**src/rtl/approx_mul_err_monitor.sv**
```systemverilog
// approx_mul_err_monitor: recomputes the exact signed A*B next to an approximate product R
// and accumulates error statistics. Optional signed bias accumulator: define ERR_MON_BIAS_EN.
module approx_mul_err_monitor #(
  parameter int W     = 8,
  parameter int CNT_W = 32,
  parameter int SUM_W = 48
) (
  input  logic             clk,
  input  logic             rst,
  input  logic             start,
  input  logic             in_valid,
  output logic             in_ready,
  input  logic [W-1:0]     A,
  input  logic [W-1:0]     B,
  input  logic [2*W-1:0]   R,
  input  logic             last,
  output logic [CNT_W-1:0] sample_count,
  output logic [CNT_W-1:0] err_count,
  output logic [SUM_W-1:0] err_sum,
  output logic [2*W:0]     max_err,
  output logic [W-1:0]     max_A,
  output logic [W-1:0]     max_B,
  output logic             busy,
  output logic             done,
  output logic             overflow
`ifdef ERR_MON_BIAS_EN
  ,
  output logic signed [SUM_W-1:0] err_bias
`endif
);

  typedef enum logic [1:0] {IDLE, RUN, DRAIN, DONE} state_t;
  state_t state, state_nxt;

  // Handshake: a sample transfers on a rising edge where in_valid and in_ready are both
  // high and start is low. in_ready is high only in RUN and never depends on in_valid.
  logic accept;

  logic                  s1_valid, s1_last;
  logic [W-1:0]          s1_a, s1_b;
  logic [2*W-1:0]        s1_r;
  logic                  s2_valid, s2_last;
  logic [W-1:0]          s2_a, s2_b;
  logic signed [2*W:0]   s2_diff;

  logic signed [2*W-1:0] op_a, op_b, exact;
  logic signed [2*W:0]   diff;
  logic [2*W:0]          absd;
  logic [SUM_W:0]        sum_ext;
  logic                  cnt_sat, err_sat, is_err, ovf_hit;
`ifdef ERR_MON_BIAS_EN
  logic [SUM_W:0]        bias_ext;
  logic                  bias_ovf;
`endif

  assign in_ready = (state == RUN);
  assign accept   = in_valid & in_ready & ~start;
  assign busy     = (state == RUN) | s1_valid | s2_valid;

  always_ff @(posedge clk or posedge rst) begin
    if (rst) state <= IDLE;
    else     state <= state_nxt;
  end

  always_comb begin
    state_nxt = state;
    if (start) begin
      state_nxt = RUN;
    end else begin
      case (state)
        RUN:     if (accept && last) state_nxt = DRAIN;
        DRAIN:   if (!s1_valid && !s2_valid) state_nxt = DONE;
        default: state_nxt = state;
      endcase
    end
  end

  // Stage 2 arithmetic: operands sign-extended to 2W so the truncated product is exact.
  always_comb begin
    op_a  = signed'({{W{s1_a[W-1]}}, s1_a});
    op_b  = signed'({{W{s1_b[W-1]}}, s1_b});
    exact = op_a * op_b;
    diff  = signed'({exact[2*W-1], exact}) - signed'({s1_r[2*W-1], s1_r});
  end

  always_comb begin
    absd    = s2_diff[2*W] ? $unsigned(-s2_diff) : $unsigned(s2_diff);
    is_err  = (absd != '0);
    cnt_sat = &sample_count;
    err_sat = &err_count;
    sum_ext = {1'b0, err_sum} + {{(SUM_W-2*W){1'b0}}, absd};
`ifdef ERR_MON_BIAS_EN
    bias_ext = {err_bias[SUM_W-1], err_bias} + {{(SUM_W-2*W){s2_diff[2*W]}}, s2_diff};
    bias_ovf = bias_ext[SUM_W] ^ bias_ext[SUM_W-1];
    ovf_hit  = s2_valid & (cnt_sat | (is_err & err_sat) | sum_ext[SUM_W] | bias_ovf);
`else
    ovf_hit  = s2_valid & (cnt_sat | (is_err & err_sat) | sum_ext[SUM_W]);
`endif
  end

  always_ff @(posedge clk or posedge rst) begin
    if (rst) begin
      s1_valid <= 1'b0;
      s1_last  <= 1'b0;
      s1_a     <= '0;
      s1_b     <= '0;
      s1_r     <= '0;
      s2_valid <= 1'b0;
      s2_last  <= 1'b0;
      s2_a     <= '0;
      s2_b     <= '0;
      s2_diff  <= '0;
    end else begin
      s1_valid <= accept;
      s2_valid <= s1_valid & ~start;
      if (accept) begin
        s1_a    <= A;
        s1_b    <= B;
        s1_r    <= R;
        s1_last <= last;
      end
      if (s1_valid) begin
        s2_a    <= s1_a;
        s2_b    <= s1_b;
        s2_last <= s1_last;
        s2_diff <= diff;
      end
    end
  end

  // Stage 3: saturating accumulation; max keeps the first sample on ties.
  always_ff @(posedge clk or posedge rst) begin
    if (rst) begin
      sample_count <= '0;
      err_count    <= '0;
      err_sum      <= '0;
      max_err      <= '0;
      max_A        <= '0;
      max_B        <= '0;
      done         <= 1'b0;
      overflow     <= 1'b0;
`ifdef ERR_MON_BIAS_EN
      err_bias     <= '0;
`endif
    end else if (start) begin
      sample_count <= '0;
      err_count    <= '0;
      err_sum      <= '0;
      max_err      <= '0;
      max_A        <= '0;
      max_B        <= '0;
      done         <= 1'b0;
      overflow     <= 1'b0;
`ifdef ERR_MON_BIAS_EN
      err_bias     <= '0;
`endif
    end else begin
      done <= s2_valid & s2_last;
      if (s2_valid) begin
        if (!cnt_sat) sample_count <= sample_count + CNT_W'(1);
        if (is_err && !err_sat) err_count <= err_count + CNT_W'(1);
        err_sum <= sum_ext[SUM_W] ? '1 : sum_ext[SUM_W-1:0];
        if (absd > max_err) begin
          max_err <= absd;
          max_A   <= s2_a;
          max_B   <= s2_b;
        end
`ifdef ERR_MON_BIAS_EN
        if (bias_ovf)
          err_bias <= bias_ext[SUM_W] ? {1'b1, {(SUM_W-1){1'b0}}} : {1'b0, {(SUM_W-1){1'b1}}};
        else
          err_bias <= bias_ext[SUM_W-1:0];
`endif
      end
      if (ovf_hit) overflow <= 1'b1;
    end
  end

endmodule

```
**config.mk**
```make
export PLATFORM = sky130hd
export DESIGN_NAME = approx_mul_err_monitor
export DESIGN_NICKNAME = d
export VERILOG_FILES = /design/src/rtl/approx_mul_err_monitor.sv
export SDC_FILE = /design/constraint.sdc
export NUM_CORES = 1
export LEC_CHECK = 0
export CAP_MARGIN = 20
export CORE_AREA = 5 5 212 296
export DETAILED_ROUTE_END_ITERATION = 8
export DIE_AREA = 0 0 217 301
export PLACE_DENSITY = 0.51
export SYNTH_ARGS = -nofsm -noshare
export SYNTH_HDL_FRONTEND = slang
export SYNTH_SLANG_ARGS = --single-unit
```
**constraint.sdc**
```tcl
create_clock -name clk -period 9.7 [get_ports clk]
set_clock_uncertainty 0.15 [all_clocks]
set_input_delay 1.94 -clock clk [delete_from_list [all_inputs] [get_ports clk]]
set_output_delay 1.94 -clock clk [all_outputs]
set_load 0.01 [all_outputs]
```
==> metrics, run 1 <==
status=finished, final reports clean; gr ovfl total=0; Hold EP=done; CTS tree=built; Worst-path clk slew=0.06 ns; hold path start=s2_last; Worst Setup Start Kind=flop; #FFs+latches synth=218; H-tree depth=1; vias=around 12000; Post-CTS Resized=0; PortBufs=~190; post-route clock period utilization=between 60% and 70%; worst reg2reg path depth=15; DP Area=between 15000 and 20000 um2; Root Buffer=clkbuf_16; largest net degree at the start of global routing=between 100 and 150; Synth area leaders=dfrtp_1 37%, fa_1 9.6%, ha_1 6.6%; Fmax=168.3 MHz; fin. max-slew vios=0; vias in the first global route=12570; Power per Cell Area=about 410 nW/um2; most frequent cell after synthesis=dfrtp_1; final-stage net count=about 1900; mean post-synth cell area=about 9.5 um2; Met2 Wirelength=22550 um; share of the synthesized area in the top cell type=36.88%; Net Count, Synth=1749; Antenna Nets Post-Route=0; Syn-to-layout area delta=23.88%; Post-Synthesis Cell Area=14790 um2; endpoints failing hold=0; LEAKAGE=7.441 nW; drt initial violations=between 800 and 900; Max Root-Sink Buffers=3; postcts setup bufs=0; Crit Path Category=reg -> reg; Worst slew margin=a little under a third; post-synth cell types=between 70 and 80; Max-cap violations=0; RSZ-0062 raised after global routing=no; Req. time, crit path=~10 ns; Worst-Margin Slew=approximately 1.0 ns; wire length on met1=approximately 19000 um; max layer used=met4; ys async rst share=between 90% and 100%; top cells by count, synth=218 x dfrtp_1, 130 x inv_1, 130 x nor2_1; post-layout util=30.77%; gr usage total=between 10% and 20%; setup tns final=0 ns; FP Rows=approximately 110; Die H=between 300 and 400 um; cts hold-fix bufs=0; Hold Path Depth=1; hold crit path type=reg -> reg; Layout fillers=roughly 6200; final setup fails=0; Synth area leader=dfrtp_1; Clock Latency Late Sink=~0.56 ns; Worst Path Arrival=6.23 ns; CTS Buf Count=28; Total Power=around 7.6 mW; DRT Wirelength=roughly 45000 um; register area share after synthesis=between 30% and 40%; Post-synth EDFFs=0; Post-Syn Instances=around 1600; drt wl/cell=17.90 um; Final GP Congestion=approximately 0.83; DP Wirelength=32820 um; Pre-antenna DRT Iters=5; # IOs=between 150 and 200; storage element area=around 5500 um2; FF-to-FF Start=s1_b[7]; critical path fanouts, max=11; initial antenna violation count=0; Die Span X=217 um; DP Cell Count=between 2000 and 2500; register-to-register setup slack=~3.8 ns; Vias/cell=a little under 5; Die ar.=approximately 65000 um2; Core ar.=a little under 60000 um2; area of the multi-input gates=roughly 8600 um2; Layout Cells excl Fill=around 2500; global-route wire length before repair=70900 um; worst vdd ir=0.0004311 V; Period minus WS final=a little under 6 ns; Initial Util=24.84%; Syn. warnings=0; n_diodes=0; post-route design area=~18000 um2; wire length on met3=about 1800 um; DRC viols=0; CP Capture Type=flop; top_reg_cell synth=dfrtp_1; CTS sink count=~220; share of cells above drive strength 1=about 7.9%; Worst R2R End=s2_diff[15]
## worst max-delay path by stage
stage | from | end | slack (ns) | depth (start not counted)
finish | s1_b[7] | s2_diff[15] | 3.76 | 15
global route | s1_b[7] | s2_diff[15] | 3.30 | 15
CTS | s1_b[7] | s2_diff[15] | 3.74 | 15
detailed placement | s1_b[7] | s2_diff[15] | 3.73 | 15
global placement | s1_b[7] | s2_diff[15] | 3.73 | 15
floorplan | rst | done | 1.65 | 1
## sequential cells by signal, summed over array words and instances (netlist names), 16 cells and up
signal        count
err_sum          48
s2_diff          17
s1_r             16
max_err          17
err_count        32
sample_count     32
## cells in the final DEF (no fill, tap or decap), types with 19 or more instances in the layout
cell type        netlist  routed
nor4_1                21      21
nor2b_1               26      26
o21ai_0               73      72
nand4_1               23      23
clkbuf_16              0      29
xnor2_1               54      54
nand3_1               60      60
nor2_1               130     129
clkdlybuf4s50_1        0     184
ha_1                  78      78
a21oi_1               90      90
mux2_2                47      47
and2_1                37      37
nor3_1                57      56
nand2_1              103     103
a211oi_1              19      19
fa_1                  71      71
dfrtp_1              218     217
inv_1                130     129
## critical path: stages, from the launching register on
cell,delay (ns)
dfrtp_1,0.59
nand2b_1,0.14
fa_1,0.50
fa_1,0.55
inv_1,0.06
fa_1,0.50
fa_1,0.57
fa_1,0.43
ha_1,0.37
and3_1,0.20
a2111oi_0,0.59
nor3_1,0.15
or4_1,0.49
a21oi_1,0.20
xnor2_1,0.08
mux2_2,0.26
## per-stage QoR
step / hold WS [ns] / worst slack, ns
finish: 0.3349 / 3.760
global route: 0.3696 / 3.300
CTS: 0.3449 / 3.736
detailed placement: 0.3314 / 3.729
global placement: 0.3169 / 3.734
floorplan: 0.2994 / 1.646
## cells by family (layout without fill, tap and decap cells)
family                   count (synthesis)  after routing  synth area share [%]
AO/OA/AOI/OAI                          303            303                 13.23
XOR/XNOR                                71             71                 4.204
AND/OR/NAND/NOR                        550            550                 19.11
adder cells (fa/ha/maj)                149            149                 16.21
buffers and inverters                  207            382                 5.422
flip-flops                             218            218                 36.88
multiplexers                            65             65                 4.956
## report_power, final
group	leakage, nW	internal [mW]	switching [mW]
clock	0.440	0.605	0.413
sequential	2.89	1.04	0.166
combinational	4.11	2.42	2.93
## area by class of cell
class | instances | share of cell area [%]
tap | 756 | 5.162
sequential | 218 | 29.78
inverter | 131 | 2.724
clock buffer | 45 | 4.725
multi-input combinational | 1138 | 46.70
timing repair buffer | 201 | 10.75
clock inverter | 5 | 0.1707
## metal layers
metal  track usage, %  vias to the layer above
met2            24.16                      307
met3            1.529                       60
li1                 -                     5823
met5                0                        -
met4            3.839                        0
met1            16.41                     5983
Note: power is estimated with default switching activity, not from simulation.
==> inputs of run 2 (changes only) <==
==> constraint.sdc (replaced) <==
create_clock -name clk -period 5.7 [get_ports clk]
set_clock_uncertainty 0.15 [all_clocks]
set_input_delay 1.14 -clock clk [delete_from_list [all_inputs] [get_ports clk]]
set_output_delay 1.14 -clock clk [all_outputs]
set_load 0.01 [all_outputs]
==> metrics, run 2 (synthesis results as in run 1) <==
Req. time, crit path=5.99 ns (-4.00 ns); Clock Latency Late Sink=0.56 ns (about the same); Worst Path Arrival=5.75 ns (-0.48 ns); # IOs=186 (unchanged); Worst Setup Start Kind=flop; hold path start=s2_last; vias=12370 (+1.6%); pre-CTS WS=0.01071 ns (-3.719 ns); status=finished, final reports clean; drt wl/cell=18.03 um (+0.71%); biggest regs=err_sum: 48 flops, err_count: 32 flops, sample_count: 32 flops; Crit Path Category=reg -> reg; drt initial violations=754 (-12%); Pre-antenna DRT Iters=5 (unchanged); Fmax=183.2 MHz (+8.8%); Core ar.=59550 um2 (unchanged); worst reg2reg path depth=16 (+1); share of cells above drive strength 1=10.70% (+2.8 points); Worst-Margin Slew=1.040 ns (+0.0001005 ns); Hold Path Depth=1 (unchanged); most frequent cells in the layout=213 x dfrtp_1, 184 x clkdlybuf4s50_1, 129 x nor2_1; Layout fillers=6189 (+0.31%); Power per Cell Area=729.3 nW/um2 (+76%); global-route wire length before repair=72670 um (+2.5%); DP Area=17680 um2 (+1.4%); DRC viols=0 (unchanged); area of the multi-input gates=8589 um2 (+0.38%); register-to-register setup slack=0.24 ns (-3.52 ns); Hold WS=0.3258 ns (-0.009071 ns); DRT Wirelength=45630 um (+2.2%); Period minus WS final=5.457 ns (-0.4828 ns); initial antenna violation count=0 (unchanged); CP Capture Type=flop; cts hold-fix bufs=0 (unchanged); most common cell after layout, fill and taps aside=dfrtp_1; FF-to-FF Start=s1_a[0]; CTS tree=built; H-tree depth=1 (unchanged); final setup fails=0 (unchanged); Antenna Nets Post-Route=0 (unchanged); fin worst setup slack=0.2425 ns (-3.517 ns); FP Rows=106 (unchanged); critical path fanouts, max=4 (-7); largest net degree at the start of global routing=158 (+32%); hold crit path type=reg -> reg; gr usage total=13.65% (+0.41 points); Root Buffer=clkbuf_16; PortBufs=185 (unchanged); post-route clock period utilization=95.75% (+35 points); Final GP Congestion=0.8545 (+2.4%); vias in the first global route=12620 (+0.44%); worst vdd ir=0.0007133 V (+65%); storage element area=5461 um2 (about the same); Top reg by flops=err_sum; Die ar.=65320 um2 (unchanged); Hold EP=done; CTS Buf Count=28 (unchanged); Vias/cell=4.888 (+0.15%); endpoints failing hold=0 (unchanged); final-stage net count=1939 (+1.8%); gr ovfl total=0 (unchanged); Worst slew margin=30.70% (about the same); Worst-path clk slew=0.06 ns (about the same); LEAKAGE=7.630 nW (+2.5%); DP Wirelength=33820 um (+3.0%); setup tns final=0 ns (unchanged); RSZ-0062 raised after global routing=no; fin. max-slew vios=0 (unchanged); Initial Util=24.84% (unchanged); Worst R2R End=s2_diff[15]; Max-cap violations=0 (unchanged); Die H=301 um (unchanged); n_diodes=0 (unchanged); post-route design area=18680 um2 (+1.9%); CTS sink count=218 (unchanged); Die Span X=217 um (unchanged); max reg flops=48 (unchanged); Syn-to-layout area delta=26.25%; Max Root-Sink Buffers=3 (unchanged)
-- run 2: worst max-delay path, cell delays in order (launching register included) --
cell       delay (ns)
dfrtp_1          0.37
nand2b_1         0.16
fa_1             0.50
fa_1             0.55
inv_1            0.06
fa_1             0.50
fa_1             0.51
fa_1             0.59
ha_4             0.23
and3_1           0.19
a2111oi_2        0.35
buf_4            0.17
nor3_1           0.06
or4_1            0.49
a21oi_2          0.15
xnor2_1          0.07
mux2_2           0.25
-- run 2: per-layer routing --
metal  vias to the layer above  share of wire (%)  track usage [%]
li1                       5878                  -                -
met1                      6178                 42            16.76
met2                       261                 52            25.06
met3                        55                4.6            2.032
met4                         0                2.0            3.357
met5                         -                  0                0
-- run 2: how the worst max path moves through the flow --
stage                  end  startpoint
5_1_grt        s2_diff[15]     s1_a[7]
6_report       s2_diff[15]     s1_a[0]
4_1_cts        s2_diff[15]     s1_a[0]
2_1_floorplan  s2_diff[15]     s1_a[7]
3_3_place_gp   s2_diff[15]     s1_a[2]
3_5_place_dp   s2_diff[15]     s1_a[2]
-- run 2: cell type report --
| type | instances | area share, % |
|---|---|---|
| Inverter | 131 | 2.653 |
| Timing Repair Buffer | 236 | 12.02 |
| Clock buffer | 35 | 4.060 |
| Tap cell | 756 | 5.065 |
| Clock inverter | 17 | 0.9648 |
| Multi-Input combinational cell | 1138 | 45.99 |
| Sequential cell | 218 | 29.24 |
-- run 2: power breakdown --
group	total [mW]	switching, mW	leakage (nW)	internal [mW]
clock network	1.85	0.765	0.467	1.08
logic	9.75	5.20	4.28	4.55
registers	2.02	0.247	2.89	1.77
total	13.6	6.21	7.63	7.41
-- run 2: what timing repair did --
action                                  in CTS  in global routing
hold endpoints to repair                     0                  0
resized for setup                            1                 13
pin swaps                                    0                  5
buffers inserted                             0                  3
endpoints found under the setup margin       1                  1
-- run 2: through the flow --
stage               instances  utilization, %  power, mW
CTS                      2528           31.26      13.60
global route             2531           31.36      15.15
detailed placement       2476           29.68      11.64
floorplan                1563               -      9.078
global placement         2476           29.68      11.49
finish                   2531           31.36      13.62
==> inputs of run 3 (changes only) <==
==> constraint.sdc (replaced) <==
create_clock -name clk -period 5.7 [get_ports clk]
set_clock_uncertainty 0.15 [all_clocks]
set_input_delay 0.57 -clock clk [delete_from_list [all_inputs] [get_ports clk]]
set_output_delay 0.57 -clock clk [all_outputs]
set_load 0.01 [all_outputs]
==> metrics, run 3 (synthesis results as in run 1) <==
final setup fails=0 (unchanged); setup tns final=0 ns (unchanged); drt initial violations=730 (-3.2%); Fmax=183.3 MHz (about the same); Layout Cells excl Fill=2525 (-0.24%); Antenna Nets Post-Route=0 (unchanged); Worst Path Arrival=5.74 ns (about the same); status=finished, final reports clean; area of the multi-input gates=8579 um2 (-0.12%); Worst-path clk slew=0.06 ns (about the same); largest net degree at the start of global routing=78 (-51%); Hold Path Depth=1 (unchanged); H-tree depth=1 (unchanged); critical path fanouts, max=10 (+6); share of cells above drive strength 1=10.29% (-0.42 points); Max-cap violations=0 (unchanged); global-route wire length before repair=72130 um (-0.74%); endpoints failing hold=0 (unchanged); vias=12260 (-0.94%); Crit. Startpoint=s1_a[2]; Pre-antenna DRT Iters=5 (unchanged); hold crit path type=reg -> reg; Layout fillers=6166 (-0.37%); Vias/cell=4.854 (-0.70%); gr usage total=13.64% (about the same); register-to-register setup slack=0.24 ns (about the same); Syn-to-layout area delta=26.41%; Die ar.=65320 um2 (unchanged); most common cell after layout, fill and taps aside=dfrtp_1; FF-to-FF Start=s1_a[2]; Worst Setup Start Kind=flop; Worst slew margin=29.82% (-0.88 points); CP Capture Type=flop; fin. max-slew vios=0 (unchanged); vias in the first global route=12600 (-0.20%); Die H=301 um (unchanged); biggest regs=err_sum: 48 flops, err_count: 32 flops, sample_count: 32 flops; post-route design area=18700 um2 (+0.13%); DRC viols=0 (unchanged); DP Wirelength=34000 um (+0.53%); Initial Util=24.84% (unchanged); Max Root-Sink Buffers=3 (unchanged); most frequent cells in the layout=212 x dfrtp_1, 184 x clkdlybuf4s50_1, 129 x inv_1, 129 x nor2_1, 103 x nand2_1; Worst-Margin Slew=1.053 ns (+0.01316 ns); Top reg by flops=err_sum; Hold EP=done; Power per Cell Area=728.0 nW/um2 (-0.19%); LEAKAGE=7.631 nW (about the same); gr ovfl total=0 (unchanged); Root Buffer=clkbuf_16; worst vdd ir=0.0007703 V (+8.0%); Die Span X=217 um (unchanged); n_diodes=0 (unchanged); worst reg2reg path depth=16 (unchanged); CTS sink count=218 (unchanged); CTS Buf Count=29 (+3.6%); # IOs=186 (unchanged); Final GP Congestion=0.8401 (-1.7%); drt wl/cell=18.14 um (+0.60%); max reg flops=48 (unchanged); post-route clock period utilization=95.72% (about the same); storage element area=5463 um2 (about the same); Clock Latency Late Sink=0.55 ns (about the same); postcts setup bufs=0 (unchanged); Req. time, crit path=5.98 ns (about the same); RSZ-0062 raised after global routing=no; initial antenna violation count=0 (unchanged); FP Rows=106 (unchanged); Worst R2R End=s2_diff[15]; Crit Path Category=reg -> reg; Hold WS=0.3356 ns (+0.009755 ns); Period minus WS final=5.456 ns (-0.001504 ns); DP Area=17680 um2 (about the same); PortBufs=185 (unchanged); hold path start=s2_last; DRT Wirelength=45790 um (+0.36%); DP Cell Count=2473 (-0.12%); final-stage net count=1934 (-0.26%); Core ar.=59550 um2 (unchanged); CTS tree=built
[run 3: critical path, stage by stage (launching register included)]
cell and delay [ns]:
dfrtp_2 0.47, nand2_1 0.11, fa_1 0.51, fa_1 0.49, inv_1 0.06, fa_1 0.50, fa_1 0.51, fa_1 0.41
ha_1 0.36, and3_1 0.23, a2111oi_2 0.35, buf_4 0.17, nor3_1 0.05, or4_1 0.49, a21oi_2 0.16, xnor2_1 0.07
mux2_2 0.25
[run 3: worst max-delay path by stage]
stage | endpoint | depth (start not counted)
3_3_place_gp | s2_diff[15] | 16
6_report | s2_diff[15] | 16
5_1_grt | s2_diff[15] | 16
4_1_cts | s2_diff[15] | 16
3_5_place_dp | s2_diff[15] | 16
2_1_floorplan | s2_diff[15] | 17
[run 3: per-stage QoR]
step | util, % | setup WS, ns | total power [mW]
2_1_floorplan | - | 0.1650 | 9.078
3_3_place_gp | 29.69 | 0.02011 | 11.54
3_5_place_dp | 29.69 | 0.01269 | 11.68
4_1_cts | 31.35 | 0.008723 | 13.72
5_1_grt | 31.40 | 0.005112 | 15.09
6_report | 31.40 | 0.2440 | 13.61
[run 3: timing repair]
action	4_1_cts	5_1_grt
setup endpoints to repair	0	2
resized for setup	0	9
hold buffers	0	0
[run 3: layout make-up]
class / instances / share of cell area, %
timing repair buffer: 230 / 11.90
clock buffer: 36 / 4.235
inverter: 131 / 2.650
tap: 756 / 5.058
multi-input combinational: 1138 / 45.88
clock inverter: 16 / 1.071
sequential: 218 / 29.21
[run 3: layer usage]
metal	vias up	GRT usage, %	part of all wire [%]
li1	5871	-	-
met1	6049	16.44	41
met2	269	24.44	51
met3	67	2.404	4.7
met4	0	4.742	3.3
met5	-	0	0
[run 3: power by group]
group	switching (mW)	internal, mW
clock	0.749	1.16
combinational	5.21	4.47
sequential	0.250	1.77
